[config.mk]
export PLATFORM = sky130hd
export DESIGN_NAME = serial_add_deser
export DESIGN_NICKNAME = d
export VERILOG_FILES = /design/src/rtl/serial_add_deser.sv
export SDC_FILE = /design/constraint.sdc
export NUM_CORES = 1
export LEC_CHECK = 0
export ABC_CLOCK_PERIOD_IN_PS = 3050
export CAP_MARGIN = 20
export CORE_UTILIZATION = 46
export DETAILED_ROUTE_END_ITERATION = 8
export GPL_TIMING_DRIVEN = 0
export PLACE_DENSITY = 0.75
export SETUP_SLACK_MARGIN = 0.4
export SYNTH_ARGS = -nofsm -noshare
export SYNTH_HDL_FRONTEND = slang
export SYNTH_SLANG_ARGS = --single-unit
[constraint.sdc]
create_clock -name clk -period 3.05 [get_ports clk]
set_input_delay 0.4575 -clock clk [delete_from_list [all_inputs] [get_ports clk]]
set_output_delay 0.4575 -clock clk [all_outputs]
set_load 0.005 [all_outputs]
[src/rtl/serial_add_deser.sv]
// Bit-serial add/subtract receiver: LSB-first operand streams in, parallel
// result out on a valid/ready handshake.
module serial_add_deser #(
    parameter int unsigned WIDTH = 4
) (
    input  logic             clk,
    input  logic             reset,
    input  logic             bit_valid,
    input  logic             sof,
    input  logic             a_bit,
    input  logic             b_bit,
    input  logic             sub,
    input  logic             sum_ready,
    output logic             sum_valid,
    output logic [WIDTH-1:0] sum,
    output logic             cout,
    output logic             busy,
    output logic             frame_err
);

    localparam int unsigned CNT_W = (WIDTH > 2) ? $clog2(WIDTH) : 1;
    localparam logic [CNT_W-1:0] LAST_CNT = CNT_W'(WIDTH - 1);

    typedef enum logic [1:0] {
        IDLE = 2'd0,
        RECV = 2'd1,
        HOLD = 2'd2
    } state_t;

    state_t           state_q;
    state_t           state_d;
    logic [CNT_W-1:0] cnt_q;
    logic [CNT_W-1:0] cnt_d;
    logic             carry_q;
    logic             carry_d;
    logic             sub_l_q;
    logic             sub_l_d;
    logic [WIDTH-1:0] sum_d;
    logic             cout_d;
    logic             sum_valid_d;
    logic             frame_err_d;
    logic             busy_d;

    logic             start_beat;
    logic             take_beat;
    logic             b_eff;
    logic             c_in;
    logic             s_bit;
    logic             c_next;

    // Register stage: FSM state, datapath and all outputs.
    always_ff @(posedge clk or negedge reset) begin
        if (!reset) begin
            state_q   <= IDLE;
            cnt_q     <= '0;
            carry_q   <= 1'b0;
            sub_l_q   <= 1'b0;
            sum       <= '0;
            cout      <= 1'b0;
            sum_valid <= 1'b0;
            busy      <= 1'b0;
            frame_err <= 1'b0;
        end else begin
            state_q   <= state_d;
            cnt_q     <= cnt_d;
            carry_q   <= carry_d;
            sub_l_q   <= sub_l_d;
            sum       <= sum_d;
            cout      <= cout_d;
            sum_valid <= sum_valid_d;
            busy      <= busy_d;
            frame_err <= frame_err_d;
        end
    end

    // Next-state logic.
    always_comb begin
        state_d = state_q;
        case (state_q)
            IDLE: begin
                if (bit_valid && sof) state_d = RECV;
            end
            RECV: begin
                if (bit_valid && !sof && (cnt_q == LAST_CNT)) state_d = HOLD;
            end
            HOLD: begin
                if (sum_ready) state_d = (bit_valid && sof) ? RECV : IDLE;
            end
            default: state_d = IDLE;
        endcase
    end

    // Bit 0 of a frame may arrive in IDLE, mid-frame (restart) or with the HOLD handshake.
    always_comb begin
        start_beat = bit_valid && sof &&
                     ((state_q == IDLE) || (state_q == RECV) ||
                      ((state_q == HOLD) && sum_ready));
        take_beat  = start_beat || ((state_q == RECV) && bit_valid && !sof);
        b_eff      = b_bit ^ (start_beat ? sub : sub_l_q);
        c_in       = start_beat ? sub : carry_q;
        s_bit      = a_bit ^ b_eff ^ c_in;
        c_next     = (a_bit & b_eff) | (a_bit & c_in) | (b_eff & c_in);
    end

    // Output / datapath next values.
    always_comb begin
        cnt_d       = cnt_q;
        carry_d     = carry_q;
        sub_l_d     = sub_l_q;
        sum_d       = sum;
        cout_d      = cout;
        sum_valid_d = sum_valid;
        frame_err_d = 1'b0;
        busy_d      = (state_d != IDLE);

        if (take_beat) begin
            sum_d   = {s_bit, sum[WIDTH-1:1]};
            carry_d = c_next;
        end

        if (start_beat) begin
            sub_l_d     = sub;
            cnt_d       = CNT_W'(1);
            sum_valid_d = 1'b0;
            frame_err_d = (state_q == RECV);
        end else if (take_beat) begin
            if (cnt_q == LAST_CNT) begin
                cnt_d       = '0;
                sum_valid_d = 1'b1;
                cout_d      = c_next;
            end else begin
                cnt_d = cnt_q + CNT_W'(1);
            end
        end else if ((state_q == HOLD) && sum_ready) begin
            sum_valid_d = 1'b0;
        end
    end

endmodule
Yosys cells after proc, flatten, opt, wreduce, memory -nomap -nowiden
Cells that the tools add are included.
{"block": "word_totals", "regBits": 14, "latch_bits": 0, "mem_bits_rw": 0, "mem_bits_ro": 0, "inputBits": 8, "output_inout_bits": 8, "wordCells": 55, "memories": 0}
{"block": "classes", "n_addsub": 1, "multipliers": 0, "n_div": 0, "n_lt_le_gt_ge": 0, "eq_ne": 4, "shifts": 0, "mux": 15, "bitwise": 9, "reduce_logical": 17}
{"op": "2-to-1 mux 2 bit", "count": 6}
{"op": "2-to-1 mux 1 bit", "count": 8}
{"op": "logical AND 1 bit", "count": 7}
{"op": "one-hot mux 2 bit (3 select lines)", "count": 1}
{"op": "equality test 2 bit, second input constant", "count": 2}
{"op": "nonzero test 2 bit", "count": 2}
{"op": "AND 1 bit", "count": 3}
{"op": "logical OR 1 bit", "count": 3}
{"op": "inequality test 3 x 2 -> 1 bit, second input constant", "count": 1}
{"op": "AND reduction 3 bit", "count": 1}
{"op": "nonzero test 3 bit", "count": 1}
{"op": "bitwise XOR 1 bit", "count": 3}
{"op": "adder 2 x 1 -> 2 bit, second input constant", "count": 1}
{"op": "equality test 2 x 1 -> 1 bit, second input constant", "count": 1}
{"op": "logical NOT 2 bit", "count": 1}
{"op": "OR 1 bit", "count": 2}
{"op": "AND reduction 2 bit", "count": 1}
{"op": "logical NOT 1 bit", "count": 1}
{"op": "NOT 1 bit", "count": 1}

Logic depth before layout (Yosys ltp)
{"block": "logic_depth", "ltp_word": 9, "mapped_depth": 6}

Worst setup path before layout
Ideal clock, no wire load.
{"block": "synth_path", "kind": "register -> register", "from": "reg state_q[0]", "to": "reg sum[3]", "setup_time_ns": 0.125, "arrival_time_ns": 1.982, "t_required_ns": 2.925, "slack_ns": 0.943, "path_stages_with_launch": 7, "n_path_buf": 0, "period_less_slack_ns": 2.107, "cell_sequence": "dfrtp_1 > nand2b_4 > a21oi_2 > mux2_4 > xor2_1 > fa_1 > mux2_2"}
{"block": "synth_between", "elab_chain_len": 8}
{"item": "start: declaration", "line": "30", "source": "state_t state_q;"}
{"item": "start signal: assignment", "line": "64", "source": "state_q <= state_d;"}
{"item": "equality test 2 x 1 -> 1 bit (tied with other cells)", "line": "96", "source": "((state_q == IDLE) || (state_q == RECV) ||"}
{"item": "logical OR 1 bit / logical AND 1 bit (equally long branches)", "line": "96, 97"}
{"item": "logical OR 1 bit *", "line": "96"}
{"item": "logical AND 1 bit *", "line": "95", "source": "start_beat = bit_valid && sof &&"}
{"item": "2-to-1 mux 1 bit"}
{"item": "bitwise XOR 1 bit", "line": "99", "source": "b_eff = b_bit ^ (start_beat ? sub : sub_l_q);"}
{"item": "bitwise XOR 1 bit", "line": "101", "source": "s_bit = a_bit ^ b_eff ^ c_in;"}
{"item": "bitwise XOR 1 bit *", "line": "101"}
{"item": "via s_bit", "line": "48", "source": "logic s_bit;"}
{"item": "end signal: assignment", "line": "68", "source": "sum <= sum_d;"}
{"item": "end: declaration", "line": "15", "source": "output logic [WIDTH-1:0] sum,"}
The timed path passes the listed nets; every way through them passes the cells marked *.
A chain may end at the register's enable or synchronous reset.

Worst setup path in the final report
{"block": "layout_path", "from": "in sof", "to": "reg sum[3]"}
{"block": "layout_between", "elab_chain_len": 6}
{"item": "start: declaration", "line": "9", "source": "input logic sof,"}
{"item": "logical AND 1 bit * (2 in series)", "line": "95"}
{"item": "2-to-1 mux 1 bit"}
{"item": "bitwise XOR 1 bit", "line": "99"}
{"item": "bitwise XOR 1 bit", "line": "101"}
{"item": "bitwise XOR 1 bit *", "line": "101"}
{"item": "via s_bit", "line": "48"}
Marks and branches as above.

==> impl_metrics.py <==
metrics = {
    "detailed_routing": {
        "met3_wirelength_um": 52,
        "route.vias.total": 441,
        "post_drt_wl_per_cell_um": 12.3,
        "routedLengthMet1_um": 435,
        "drt.antenna.violating_nets": 0,
        "maxUsedRoutingLayer": "met4",
        "met2_wirelength_um": 522,
        "wirelength_um": 1020,
        "drt_pass1_iterations": 4,
        "drt-vias-per-instance": 5.31,
        "drt-initial-drc-count": 14,
        "drc_errors": 0,
    },
    "setup_path": {
        "number_of_gates_on_the_worst_path_with_buffers_counted": 7,
        "path_cells": "clkdlybuf4s50_1 -> nand2_1 -> a21oi_2 -> mux2_4 -> xor2_1 -> fa_1 -> mux2_2",
        "cpLargestDelayFamily": "multiplexers",
        "worst-path-max-fanout": 5,
        "element_type_at_the_critical_path_end": "flip-flop",
        "worst_ep_arrival_time_ns": 2.64,
        "timing.reg2reg.worst_path_depth": 6,
        "crit_required_ns": 3.21,
        "critPathKind": "input pin to flip-flop",
        "slowest_stage": "sky130_fd_sc_hd__clkdlybuf4s50_1",
        "critPathMaxStageDelay_ns": 0.56,
        "critical_path_buf_inv_count": 1,
        "critical_path.startpoint_type": "input pin",
    },
    "clocking": {
        "cts_buffer_count": 3,
        "clock_insertion_delay_worst_skew_ns": 0.27,
        "cts_htree_levels": 1,
        "cts-hold-fix-buffers": 0,
        "cts.repair.resized": 0,
        "cts.repair_timing.setup_buffer_count": 0,
        "cts.clk_slew.worst_paths_ns": 0.07,
        "cts_root_buffer": "sky130_fd_sc_hd__clkbuf_4",
        "tritoncts": "yes",
        "ctsLongestPathBuffers": 2,
        "cts_num_sinks": 14,
    },
    "place": {
        "post_dp_cell_area_um2": 832,
        "gp_weighted_congestion": 0.825,
        "hpwl_um": 774,
        "place.port_buffers": 15,
    },
    "global_route": {
        "first_global_vias": 441,
        "grt_antenna_before_repair": 0,
        "grt_util_all_layers_pct": 18.1,
        "overflow": 0,
        "grt_start_max_net_pins": 15,
        "global_route_wire_length_before_repair_um": 1800,
    },
    "yosys": {
        "post_synth_mux_area_share_pct": 16.2,
        "yosys.area_share.simple_pct": 13.8,
        "mappedNetlistNets": 60,
        "synth_largest_area_cell": "sky130_fd_sc_hd__dfrtp_1",
        "syn-instance-count": 50,
        "synthFlopType": "sky130_fd_sc_hd__dfrtp_1",
        "synthesis.yosys.warnings": 0,
        "mappedNetlistArea_um2": 663,
        "number_of_distinct_standard_cells_referenced_by_the_synthesized_netlist": 21,
        "synth_compound_gate_area_share_pct": 10.9,
        "synth-edff-count": 0,
        "yosys.cell_count.top_type": "sky130_fd_sc_hd__dfrtp_1",
        "main_combinational_cell_family_by_area_after_synthesis": "multiplexers",
        "synth-seq-area-share_pct": 52.8,
        "top_area_cells_in_the_synthesized_netlist": "sky130_fd_sc_hd__dfrtp_1, sky130_fd_sc_hd__mux2_2, sky130_fd_sc_hd__mux2_4",
        "netlist.area_leader.share_pct": 52.8,
        "postSynth.asyncResetShare_pct": 100,
        "synthAdderAreaFrac_pct": 4.91,
        "synth_seq_cells": 14,
        "post_synth_xor_area_fraction_pct": 1.32,
        "ys_top_cells_by_count": "sky130_fd_sc_hd__dfrtp_1, sky130_fd_sc_hd__mux2_2, sky130_fd_sc_hd__nor2_1",
        "synth_area_per_cell_um2": 13.3,
    },
    "flow_run": {
        "max_cap_viol_count": 0,
    },
    "timing": {
        "finalCriticalPeriod_ns": 2.48,
        "max_slew.worst_pin.slew_ns": 0.599,
        "period_share_pct": 81.2,
        "timing.final.hold_violations": 0,
        "rsz_0062_raised_after_global_routing": "false",
        "slew_headroom_pct": 59.9,
        "hold_ws_ns": 0.508,
        "fin_worst_skew_ns": 0.000516,
        "finalSetupViolations": 0,
        "max_freq_mhz": 404,
        "fin_tns_setup_ns": 0,
        "report.final.slew_viol_count": 0,
    },
    "cells_and_area": {
        "antenna_cells": 0,
        "design.final.nets": 80,
        "syn2layout_area_growth_pct": 28.9,
        "post_route_cells_drive_above_1_share_pct": 25.0,
        "final_design_area_no_fill_um2": 855,
    },
    "worst_hold_path": {
        "timing.hold.worst.class": "flip-flop to flip-flop",
        "holdPathStages": 1,
    },
    "floorplanning": {
        "initial_utilization_pct": 50.3,
        "core.rowCount": 13,
        "die_h_um": 40.0,
        "dieArea_um2": 1600,
        "design.portCount": 16,
        "coreArea_um2": 1320,
        "die_width_um": 40.0,
    },
    "run_status": {
        "run_status": "finished, final reports clean",
    },
    "power": {
        "finalPower_w": 0.000686,
        "worst_ir_drop_vdd_mv": 0.406,
        "power_leakage_nw": 0.364,
        "pwr_density_cell_nw_per_um2": 803,
    },
}
[sequential cells by signal (all words and copies together) (netlist names)]
signal     flops
sum            4
cnt_q          2
state_q        2
busy           1
carry_q        1
cout           1
frame_err      1
sub_l_q        1
sum_valid      1
[metrics by stage]
| stage | util (%) | setup WS (ns) | cells |
|---|---|---|---|
| 2_1_floorplan | - | 0.943 | 50 |
| 3_3_place_gp | 63.2 | 0.272 | 80 |
| 3_5_place_dp | 63.2 | 0.268 | 80 |
| 4_1_cts | 64.9 | 0.567 | 83 |
| 5_1_grt | 64.9 | 0.471 | 83 |
| 6_report | 64.9 | 0.572 | 83 |
[layout make-up]
type / instances / area, um^2
Clock buffer: 3 / 22.5
Multi-Input combinational cell: 36 / 313
Fill cell: 106 / 463
Sequential cell: 14 / 350
Tap cell: 15 / 18.8
Timing Repair Buffer: 15 / 150
[worst reg2reg max path, stage by stage (launching register included)]
cell	delay, ns
sky130_fd_sc_hd__dfrtp_1	0.46
sky130_fd_sc_hd__nand2b_4	0.20
sky130_fd_sc_hd__a21oi_2	0.25
sky130_fd_sc_hd__mux2_4	0.34
sky130_fd_sc_hd__xor2_1	0.19
sky130_fd_sc_hd__fa_1	0.43
sky130_fd_sc_hd__mux2_2	0.26
[layout by cell type, fill, tap and decap left out, drive strengths merged]
| master | synthesis | layout |
|---|---|---|
| clkdlybuf4s50 | 0 | 15 |
| dfrtp | 14 | 14 |
| mux2 | 8 | 8 |
| a21oi | 5 | 5 |
| nor2 | 4 | 4 |
| nand2 | 4 | 4 |
| clkbuf | 0 | 3 |
| nand2b | 3 | 3 |
| o21ai | 2 | 2 |
| nor3b | 1 | 1 |
| a21boi | 1 | 1 |
| o22ai | 1 | 1 |
| xor2 | 1 | 1 |
| a21o | 1 | 1 |
| mux2i | 1 | 1 |
| nor2b | 1 | 1 |
| a211o | 1 | 1 |
| fa | 1 | 1 |
| ha | 1 | 1 |
[final timing paths]
check | start | end | slack, ns
max | sof | sum[3] | 0.57
min | sub_l_q | sub_l_q | 0.51
max reg2reg | state_q[0] | sum[3] | 0.81
min reg2reg | sub_l_q | sub_l_q | 0.51
max in group asynchronous | reset | frame_err | 2.10
min in group asynchronous | reset | sum_valid | 0.56
[layer usage]
metal | vias up | track usage [%]
li1 | 216 | -
met1 | 213 | 20.5
met2 | 10 | 29.0
met3 | 2 | 10.0
met4 | 0 | 5.17
met5 | - | 0
[logic make-up (layout without fill, tap and decap cells)]
logic type	count (synthesis)	in the layout
DFF	14	14
muxes	9	9
AOI/OAI and AO/OA	11	11
buffers and inverters	0	18
xor gates and xnor gates	1	1
adders and majority gates	2	2
and+or+nand+nor	13	13
[report_power, final]
part | total (W) | switching, W | internal [W] | leakage, nW
Clock | 0.0000976 | 0.0000518 | 0.0000458 | 0.0138
Sequential | 0.000306 | 0.0000479 | 0.000258 | 0.168
Combinational | 0.000282 | 0.0000979 | 0.000184 | 0.182
Total | 0.000686 | 0.000198 | 0.000488 | 0.364
(Power assumes the default switching activity.)
